### src/rtl/alu_sram_ctrl.sv
// alu_sram_ctrl: round-robin sequencer sharing one ALU and one 1RW SRAM between a compute and a read requester
module alu_sram_ctrl #(
  parameter int width_p = 8,
  parameter int addr_width_p = 9,
  parameter int count_width_p = 16
) (
  input  logic                     clk_i,
  input  logic                     reset_n_i,
  input  logic                     cmd_v_i,
  output logic                     cmd_ready_o,
  input  logic [1:0]               cmd_op_i,
  input  logic [width_p-1:0]       cmd_a_i,
  input  logic [width_p-1:0]       cmd_b_i,
  input  logic [addr_width_p-1:0]  cmd_addr_i,
  input  logic                     rd_v_i,
  output logic                     rd_ready_o,
  input  logic [addr_width_p-1:0]  rd_addr_i,
  output logic                     rd_data_v_o,
  output logic [width_p-1:0]       rd_data_o,
  input  logic                     rd_data_yumi_i,
  output logic [1:0]               alu_sel_o,
  output logic [width_p-1:0]       alu_a_o,
  output logic [width_p-1:0]       alu_b_o,
  input  logic [width_p-1:0]       alu_res_i,
  output logic                     sram_ce_o,
  output logic                     sram_we_o,
  output logic [addr_width_p-1:0]  sram_addr_o,
  output logic [width_p-1:0]       sram_wd_o,
  output logic [width_p-1:0]       sram_w_mask_o,
  input  logic [width_p-1:0]       sram_rd_i,
  output logic                     busy_o,
  output logic [count_width_p-1:0] wr_count_o
);
  typedef enum logic [2:0] {IDLE, EXEC, WRITE, READ, LATCH, RESP} state_e;
  localparam logic GRANT_CMD = 1'b0;
  localparam logic GRANT_RD = 1'b1;
  state_e state_r, state_n;
  logic last_grant_r;
  logic [1:0] op_r;
  logic [width_p-1:0] a_r, b_r, res_r, rd_data_r;
  logic [addr_width_p-1:0] addr_r, raddr_r;
  logic [count_width_p-1:0] wr_count_r;
  logic idle, cmd_fire, rd_fire, wr, rd;
  // readies are gated by reset so nothing is offered while reset is held
  assign idle = reset_n_i & (state_r == IDLE);
  assign cmd_ready_o = idle & (~rd_v_i | (last_grant_r == GRANT_RD));
  assign rd_ready_o = idle & (~cmd_v_i | (last_grant_r == GRANT_CMD));
  assign cmd_fire = cmd_v_i & cmd_ready_o;
  assign rd_fire = rd_v_i & rd_ready_o;
  assign wr = state_r == WRITE;
  assign rd = state_r == READ;
  always_comb begin
    state_n = state_r;
    case (state_r)
      IDLE:    state_n = cmd_fire ? EXEC : rd_fire ? READ : IDLE;
      EXEC:    state_n = WRITE;
      WRITE:   state_n = IDLE;
      READ:    state_n = LATCH;
      LATCH:   state_n = RESP;
      RESP:    state_n = rd_data_yumi_i ? IDLE : RESP;
      default: state_n = IDLE;
    endcase
  end
  always_ff @(posedge clk_i or negedge reset_n_i) begin
    if (!reset_n_i) begin
      state_r <= IDLE;
      last_grant_r <= GRANT_RD;
      op_r <= '0;
      a_r <= '0;
      b_r <= '0;
      addr_r <= '0;
      raddr_r <= '0;
      res_r <= '0;
      rd_data_r <= '0;
      wr_count_r <= '0;
    end else begin
      state_r <= state_n;
      if (cmd_fire) begin
        last_grant_r <= GRANT_CMD;
        op_r <= cmd_op_i;
        a_r <= cmd_a_i;
        b_r <= cmd_b_i;
        addr_r <= cmd_addr_i;
      end
      if (rd_fire) begin
        last_grant_r <= GRANT_RD;
        raddr_r <= rd_addr_i;
      end
      if (state_r == EXEC) res_r <= alu_res_i;
      if (state_r == LATCH) rd_data_r <= sram_rd_i;
      if (wr) wr_count_r <= wr_count_r + count_width_p'(1);
    end
  end
  assign alu_sel_o = op_r;
  assign alu_a_o = a_r;
  assign alu_b_o = b_r;
  assign sram_ce_o = wr | rd;
  assign sram_we_o = wr;
  assign sram_addr_o = wr ? addr_r : rd ? raddr_r : '0;
  assign sram_wd_o = wr ? res_r : '0;
  assign sram_w_mask_o = {width_p{wr}};
  assign rd_data_v_o = state_r == RESP;
  assign rd_data_o = rd_data_r;
  assign busy_o = state_r != IDLE;
  assign wr_count_o = wr_count_r;
endmodule

### config.mk
export PLATFORM = sky130hd
export DESIGN_NAME = alu_sram_ctrl
export DESIGN_NICKNAME = d
export VERILOG_FILES = /design/src/rtl/alu_sram_ctrl.sv
export SDC_FILE = /design/constraint.sdc
export NUM_CORES = 1
export LEC_CHECK = 0
export CORE_MARGIN = 4
export CORE_UTILIZATION = 40
export CTS_BUF_LIST = sky130_fd_sc_hd__clkbuf_4 sky130_fd_sc_hd__clkbuf_8
export DETAILED_ROUTE_END_ITERATION = 10
export GPL_TIMING_DRIVEN = 0
export HOLD_SLACK_MARGIN = 0.15
export PLACE_DENSITY = 0.86
export SYNTH_ARGS = -nofsm -noshare
export SYNTH_HDL_FRONTEND = slang
export SYNTH_SLANG_ARGS = --single-unit
### constraint.sdc
create_clock -name clk_i -period 2.03 [get_ports clk_i]
set_input_delay 0.406 -clock clk_i [delete_from_list [all_inputs] [get_ports clk_i]]
set_output_delay 0.406 -clock clk_i [all_outputs]
set_load 0.05 [all_outputs]
==> metrics.yaml, run 1 <==
status:
  status: "complete, but fails checks"
  violations: "negative hold slack, negative setup slack"
timing:
  setup_tns_ps: -565
  slew_headroom: 0.513
  final.setup.worst_slack_ps: -127
  report.final.slew_viol_count: 0
  rsz0062_at_grt: "yes"
  finalHoldViolations: 59
  setup_viol: 18
  hold_slack_ps: -31.3
  period_minus_slack_ps: 2160
  tightest_slew_ps: 728
  fin_skew_ps: 4.93
  timing.final.crit_share: 1.06
  max_freq_mhz: 464
global_route:
  grt_overflow_total: 0
  grt_use_met2: 0.293
  grt_pass1_wl_mm: 13.0
  grt_max_degree: 74
  grt_pass1_vias: 2615
  grtUsageTotal: 0.169
  busiest_layer: "met2"
  grtUsageMet3: 0.0411
  met1_usage: 0.205
  antenna_found_initial: 0
detailed_routing:
  ant_nets: 0
  wl_per_cell_um: 16.0
  firstDrtPassIters: 4
  route.detailed.drc: 0
  drt_iter0_markers: 71
  routed_wl_mm: 7.94
  num_vias: 2357
  vias_per_cell: 4.76
min_path:
  hold_class: "in -> async"
floorplan:
  io_pins: 130
  core_um2: 7690
  dieArea_um2: 9350
  start_util: 0.409
  placementRows: 32
  die_w_um: 96.7
  dieHeight_um: 96.7
critical_path:
  crit_path_max_incr_delay_ps: 580
  crit_slowest_cell: "or4b_4"
  crit_family: "simple AND/OR/NAND/NOR gates"
  crit_chain: "buf_6 -> or4b_4 -> a21oi_2 -> buf_6"
  path_class: "reg -> out"
  cp_common_cell: "buf_6"
  endpoint_kind: "output pin"
  r2r-end: "raddr_r[2]"
  cp_max_fo: 5
  crit_path_start_kind: "flip-flop"
  r2r_slack_ps: -50
  reg2reg_depth: 8
  crit_buf_inv: 2
  reg2reg_from: "state_r[0]"
  crit_arrival_ps: 1750
  worst_ep_required_time_ps: 1620
clock_network:
  cts_tree: "yes"
  cts.reportedPaths.clkPinSlew_ps: 80
  cts-htree-levels: 3
  numCtsBuffers: 9
  clockBufferDepth: 2
  clkSinkCount: 72
  clock_latency_ps: 330
  cts_root_buf: "clkbuf_8"
pwr:
  leakage_uw: 0.00242
  ir_worst_vdd_mv: 0.893
  power_frac_clock: 0.139
  powerDensity_nw_per_um2: 1790
  sequentialPowerShare: 0.271
  comb_power_share: 0.590
  totalPowerFinal_uw: 9010
  p_int_uw: 4960
  p_switching_uw: 4060
  swShare: 0.450
layout:
  stdcell_count: 495
  final_cell_mix: "89 x clkdlybuf4s50_1, 69 x dfrtp_1, 44 x mux2_2, 40 x buf_4, 11 x clkbuf_8"
  antenna_cells: 0
  area_delta_synth_final_pct: 60.2
  drive_gt1_frac: 0.402
  final_common_cell: "clkdlybuf4s50_1"
  finish.instance_area_um2: 5040
  num-nets-final: 447
placement:
  place_inst: 463
  hpwl_mm: 5.55
  placed_cell_area_um2: 4620
  port_buffers: 129
  place_congestion: 0.756
  place_ws_ps: -1140
synth:
  synth_fp_nets: 290
  ys.flop_type: "dfrtp_1"
  ys_ff_latch: 72
  synth_area_leaders: "dfrtp_1 56%, mux2_2 16%, mux2_4 3.8%, mux2i_1 2.9%, xor2_1 2.2%"
  yosysSeqAreaShare: 0.573
  syn_area_um2: 3150
  synth_top_area_share: 0.565
  synth_edf_count: 0
  yosysTopAreaCell: "dfrtp_1"
  syn_inst: 232
  synth.distinct_cells: 35
  async_reset_ff_frac: 1.00
  avgSynthCellArea_um2: 13.6
  yosysWarnings: 0
job:
  cap_violations: 0
==> state kept, by name, summed over array words and instances, names as in the netlist <==
| name | cells |
|---|---|
| alu_sel_o | 2 |
| alu_a_o | 8 |
| raddr_r | 9 |
| alu_b_o | 8 |
| wr_count_o | 16 |
| addr_r | 9 |
| rd_data_o | 8 |
| state_r | 3 |
| res_r | 8 |
| last_grant_r | 1 |
==> synthesized netlist by cell type (all sizes together), types with 3 or more instances <==
master	instances
nor2	13
nand2	10
mux2i	9
mux2	53
and3	10
dfrtp	71
buf	15
xor2	8
nand3	5
nand4	4
xnor2	7
nor3	3
inv	4
==> power groups by stage <==
stage               Sequential [uW]  Clock [uW]  Combinational [uW]
finish                         2440        1250                5320
global placement               2410           0                5030
detailed placement             2450           0                5110
floorplan                      3470           0                2470
global route                   2520        1350                5590
CTS                            2420        1280                5200
==> layer usage <==
metal	wire (um)	up-vias	part of all wire
met5	0	-	0
met4	114	0	0.014
met3	410	11	0.052
met2	4200	71	0.53
met1	3210	1162	0.40
li1	-	1113	-
==> cell families (layout without fill, tap and decap cells) <==
| family | after synthesis | count (layout) | synth area share |
|---|---|---|---|
| flip-flops | 72 | 72 | 0.573 |
| XOR/XNOR | 15 | 15 | 0.0418 |
| multiplexers | 62 | 62 | 0.228 |
| buffers and inverters | 21 | 181 | 0.0429 |
| AND/OR/NAND/NOR | 57 | 58 | 0.103 |
| adder cells (fa/ha/maj) | 1 | 1 | 0.00398 |
| AO/OA/AOI/OAI | 4 | 4 | 0.00755 |
==> worst max-delay path by stage <==
| stage | startpoint | end | slack, ps | cells past startpoint |
|---|---|---|---|---|
| 2_1_floorplan | state_r[0] | raddr_r[1] | -30 | 6 |
| 3_3_place_gp | reset_n_i | rd_ready_o | -3300 | 4 |
| 3_5_place_dp | reset_n_i | rd_ready_o | -1140 | 4 |
| 4_1_cts | state_r[1] | rd_ready_o | -130 | 4 |
| 5_1_grt | state_r[0] | rd_ready_o | -160 | 4 |
| 6_report | state_r[0] | cmd_ready_o | -130 | 4 |
==> layout make-up <==
| cell class | count | area, um^2 |
|---|---|---|
| Sequential cell | 72 | 1810 |
| Multi-Input combinational cell | 140 | 1280 |
| Clock buffer | 10 | 138 |
| Fill cell | 582 | 2650 |
| Clock inverter | 5 | 81.3 |
| Buffer | 14 | 139 |
| Timing Repair Buffer | 148 | 1450 |
| Inverter | 4 | 18.8 |
| Tap cell | 102 | 128 |
==> stage by stage <==
stage          hold WS, ps  utilization
6_report             -31.3        0.656
4_1_cts              -19.2        0.638
5_1_grt              -8.82        0.656
3_3_place_gp           461        0.602
3_5_place_dp           461        0.601
2_1_floorplan          110            -
==> worst register-to-register path, delay by kind of cell (launching register included) <==
family | cells | cell delay, ps
AO/OA/AOI/OAI | 1 | 180
multiplexers | 1 | 290
AND/OR/NAND/NOR | 2 | 640
flip-flops | 1 | 370
buffers and inverters | 4 | 490
==> timing repair <==
action,CTS,global route
pin swaps,3,2
setup buffers,10,8
gates resized for setup,187,39
setup endpoints to repair,70,64
endpoints found under the hold margin,71,71
gates cloned,1,2
(Power assumes the default switching activity.)
==> run 2, diff against run 1 <==
CAP_MARGIN = 20   (was not set)
CTS_CLUSTER_DIAMETER = 120   (was not set)
==> results of run 2 <==
No change in the layout: final DEF, timing and power equal those of run 1.
==> run 3, diff against run 2 <==
MAX_ROUTING_LAYER = met4   (was not set)
SKIP_LAST_GASP = 1   (was not set)
clock period = 1.9 ns   (was 2.03 ns; I/O delays follow)
==> metrics.yaml, run 3 (synthesis results as in run 1) <==
layout:
  num-nets-final: 463
  largest_reg_flops: 16
  final_common_cell: "dfrtp_1"
  n_fill_cell: 542
  area_delta_synth_final_pct: 75.1
  drive_gt1_frac: 0.446
  finish.instance_area_um2: 5510
  antenna_cells: 0
  final_cell_mix: "70 x dfrtp_1, 57 x clkdlybuf4s50_1, 44 x mux2_2, 24 x buf_6, 21 x dlygate4sd2_1"
placement:
  hpwl_mm: 5.74
  place_congestion: 0.745
  placed_cell_area_um2: 4660
  port_buffers: 129
timing:
  finalHoldViolations: 0
  final.setup.worst_slack_ps: -212
  fin_skew_ps: 8.66
  timing.final.crit_share: 1.11
  slew_headroom: 0.531
  rsz0062_at_grt: "yes"
  report.final.slew_viol_count: 0
  max_freq_mhz: 474
  period_minus_slack_ps: 2110
  tightest_slew_ps: 701
  setup_tns_ps: -6600
  setup_viol: 65
floorplan:
  io_pins: 130
  start_util: 0.409
  core_um2: 7690
  dieHeight_um: 96.7
  die_w_um: 96.7
  placementRows: 32
  dieArea_um2: 9350
clock_network:
  clkSinkCount: 72
  cts_tree: "yes"
  cts-htree-levels: 3
  cts_root_buf: "clkbuf_8"
  clock_latency_ps: 330
  clockBufferDepth: 2
  cts.reportedPaths.clkPinSlew_ps: 80
  numCtsBuffers: 9
critical_path:
  crit_buf_inv: 2
  path_class: "reg -> out"
  reg2reg_from: "state_r[0]"
  worst_ep_required_time_ps: 1520
  crit_slowest_cell: "or4b_4"
  cp_common_cell: "buf_6"
  crit_arrival_ps: 1730
  r2r-end: "addr_r[6]"
  endpoint_kind: "output pin"
  cp_max_fo: 6
  reg2reg_depth: 6
  crit_chain: "buf_6 -> or4b_4 -> a21oi_4 -> buf_6"
  r2r_slack_ps: -200
  crit_path_start_kind: "flip-flop"
  crit_family: "simple AND/OR/NAND/NOR gates"
  crit_path_max_incr_delay_ps: 560
global_route:
  grt_overflow_total: 0
  grt_pass1_wl_mm: 13.7
  grt_pass1_vias: 2769
  antenna_found_initial: 0
  grt_max_degree: 37
  grtUsageTotal: 0.184
detailed_routing:
  wl_per_cell_um: 17.0
  firstDrtPassIters: 6
  drt_iter0_markers: 58
  routed_wl_mm: 8.70
  ant_nets: 0
  vias_per_cell: 4.88
  num_vias: 2498
  route.detailed.drc: 0
status:
  status: "complete, but fails checks"
  violations: "negative setup slack"
min_path:
  hold_path_end: "wr_count_o[15]"
  whs_path_depth: 1
  holdCritStartpoint: "wr_count_o[15]"
  hold_class: "reg -> reg"
pwr:
  leakage_uw: 0.00273
  ir_worst_vdd_mv: 1.16
  powerDensity_nw_per_um2: 1900
job:
  cap_violations: 0
run 3: changes by cell type in the layout (fill, tap and decap cells not counted), moves of 8 or more:
| cell | before | now |
|---|---|---|
| dlygate4sd2_1 | 1 | 21 |
| buf_8 | 2 | 17 |
| dlymetal6s2s_1 | 7 | 19 |
| buf_6 | 10 | 24 |
| buf_4 | 40 | 20 |
| and3_1 | 10 | 2 |
| clkdlybuf4s50_1 | 89 | 57 |
run 3: how the worst max path moves through the flow:
stage,startpoint,end,slack [ps],cells after the start
after global placement,reset_n_i,rd_ready_o,-3430,4
after detailed placement,reset_n_i,rd_ready_o,-860,4
after floorplan,state_r[0],raddr_r[1],-160,6
after CTS,state_r[1],cmd_ready_o,-230,4
final,state_r[0],rd_ready_o,-210,4
after global routing,state_r[0],cmd_ready_o,-280,4
run 3: power breakdown:
group | internal (uW) | switching (uW) | total (uW)
sequential | 2200 | 430 | 2640
combinational | 2890 | 3640 | 6530
clock | 741 | 577 | 1320
total | 5830 | 4650 | 10500
run 3: timing repair:
item	CTS	global route
buffers inserted	15	11
endpoints found under the setup margin	83	103
hold buffers	5	0
gates resized for setup	237	77
endpoints found under the hold margin	36	0
gates cloned	3	2
pin swaps	5	9
run 3: cell type report:
cell class                 count  area (um^2)  share of cell area
sequential                    72         1800               0.327
timing repair buffer         162         1750               0.317
multi-input combinational    140         1380               0.251
buffer                        15          204              0.0370
tap                          102          128              0.0232
clock buffer                   9          124              0.0225
clock inverter                 7         95.1              0.0173
inverter                       4         17.5             0.00318
timing repair inverter         1         7.51             0.00136
run 3: metrics by stage:
step | total power, uW | setup slack, ps | hold WS (ps) | cells | utilization
2_1_floorplan | 6360 | -157 | 84.4 | 232 | -
3_3_place_gp | 7970 | -3430 | 460 | 463 | 0.604
3_5_place_dp | 8110 | -855 | 377 | 464 | 0.606
4_1_cts | 9870 | -227 | 473 | 502 | 0.669
5_1_grt | 11000 | -277 | 501 | 512 | 0.717
6_report | 10500 | -212 | 464 | 512 | 0.717
run 3: metal layers:
layer	GRT usage	vias to the layer above	wire length [um]
li1	-	1146	-
met1	0.215	1263	3420
met2	0.320	79	4800
met3	0.0310	10	347
met4	0.0659	0	131
met5	-	-	0
==> RTL edit, RTL diff (config.mk and constraints of run 3) <==
Register the output `wr_count_o` once more, without a reset; this adds one clock of latency there. The other outputs are not delayed to match.
--- a/src/rtl/alu_sram_ctrl.sv
+++ b/src/rtl/alu_sram_ctrl.sv
@@ -103,5 +103,7 @@
   assign rd_data_o = rd_data_r;
   assign busy_o = state_r != IDLE;
-  assign wr_count_o = wr_count_r;
+  always_ff @(posedge clk_i) begin
+    wr_count_o <= wr_count_r;
+  end
 endmodule
 
Check against the original RTL: not equivalent (a bounded check fails within 4 cycles, from zero or initial values and one cycle with reset_n_i low).
==> RTL edit against run 3 <==
  * The run still ends with negative setup slack left
  * Routed wire length rose by 1.4%
  * Via count is 2.4% higher
  * Highest routed layer unchanged
  * Design area rose by 5.2%
  * First-iteration DRC count shrank 16%
  * Fmax rose by 4.0%
  * Worst hold slack got worse by 420 ps
  * Sequential cell count up 16
  * Area after synthesis grew 10%
  * Worst setup slack improved by 80 ps
  * Total power rose by 0.39%
==> RTL edit: results (changes against run 3) <==
[worst_hold_path]
hp-class=input pin to async pin  ; was flip-flop to flip-flop

[timing]
relSlewSlack=0.551  ; was 0.531
min_period_ps=2030  ; was 2110 ps
fin_ws_ps=-131  ; was -212 ps
holdWs_ps=42.6  ; was 464 ps
final.setup.tns_ps=-2030  ; was -6600 ps
finalSetupViolations=41  ; was 65
skew_ps=10.1  ; was 8.66 ps

[grt]
grt_pass1_vias=2834  ; was 2769
grtUsageMet2=0.312  ; was 0.320
grt_pass1_wl_um=13700  ; about the same
use_met3=0.0533  ; was 0.0310
grt_usage=0.178  ; was 0.184
gr-usage-met1=0.199  ; was 0.215
grt_max_degree=28  ; was 37

[placed_design]
place_ws_ps=-1100  ; was -855 ps
placed_cells=483  ; was 464
hpwl_um=5920  ; was 5740 µm
post_dp_cell_area_mm2=0.00499  ; was 0.00466 mm²
gp_congestion=0.751  ; was 0.745

[logic_synthesis]
synth_cell_type_count=36  ; was 35
postSynthCellCount=248  ; was 232
syn_nets=306  ; was 290
ys_top_cells_by_count=dfrtp_1, mux2_2, dfxtp_1  ; was dfrtp_1, mux2_2, nor2_1
synth.area.top_cells=dfrtp_1, mux2_2, dfxtp_1, mux2_4, mux2i_1  ; was dfrtp_1, mux2_2, mux2_4, mux2i_1, xor2_1
ys_seq_area_frac=0.612  ; was 0.573
synthArstFlopShare=0.818  ; was 1.00

[run_status]
status=finished, violations left  ; unchanged
violations=negative setup slack  ; unchanged

[cells_and_area]
finalNonFillerCells=529  ; was 512
drive_gt1_frac=0.448  ; was 0.446

[worst_setup_path]
crit_path_max_fanout=3  ; was 6
rrSetupSlack_ps=-90  ; was -200 ps
timing.rr.end=addr_r[2]  ; was addr_r[6]
reg2regPathDepth=5  ; was 6

[routing]
vias=2558  ; was 2498
drt_iter0_markers=49  ; was 58
wl_met3_um=548  ; was 347 µm
firstDrtPassIters=4  ; was 6
wire_per_inst_um=16.7  ; was 17.0 µm
route.met2.wl_um=4670  ; was 4800 µm

[power_and_ir_drop]
power_density_mw_per_mm2=1820  ; was 1900 mW/mm²
leakagePower_nw=2.69  ; was 2.73 nW
p_comb_frac=0.596  ; was 0.623

[clock_network]
clk_latency_ps=350  ; was 330 ps

-- RTL edit: cell types whose count changed in the layout (fill, tap and decap cells not counted), sizes merged --
cell,delta
bufinv,-2
buf,-2
dlymetal6s2s,-13
clkinvlp,+3
dlygate4sd3,-1
dlygate4sd2,+2
dfxtp,+16
clkdlybuf4s50,+11
clkbuf,+1
bufbuf,+1
clkinv,-2
-- RTL edit: layout make-up --
class                           instances  area [µm²]
Fill cell                             588        2540
Sequential cell                        88        2120
Timing Repair Buffer                  161        1760
Multi-Input combinational cell        140        1390
Buffer                                 13         170
Clock buffer                           11         151
Tap cell                              105         131
Clock inverter                          5        37.5
Inverter                                4        21.3
Timing Repair inverter                  2        12.5
-- RTL edit: what timing repair did --
action                                  in CTS  in global routing
setup buffers                               19                  4
cloned                                       5                  2
pin swaps                                    7                  5
endpoints found under the hold margin       48                 21
gates resized for setup                    262                 54
endpoints found under the setup margin      90                 93
-- RTL edit: how the worst max path moves through the flow --
stage                     from  cells after the start  slack (ps)     endpoint
global route        state_r[0]                      3        -200   rd_ready_o
CTS                 state_r[1]                      4        -250  cmd_ready_o
floorplan           state_r[0]                      6        -160   raddr_r[1]
global placement     reset_n_i                      4       -3450   rd_ready_o
detailed placement   reset_n_i                      5       -1100   rd_ready_o
finish              state_r[0]                      3        -130   rd_ready_o
-- RTL edit: cells by family (layout without fill, tap and decap cells) --
kind of cell | Yosys count | after routing | synth area share
AND/OR/NAND/NOR | 57 | 58 | 0.0935
AO/OA/AOI/OAI | 4 | 4 | 0.00686
flip-flops | 88 | 88 | 0.612
XOR/XNOR | 15 | 15 | 0.0379
multiplexers | 62 | 62 | 0.207
buffers and inverters | 21 | 196 | 0.0390
adder cells (fa/ha/maj) | 1 | 1 | 0.00361
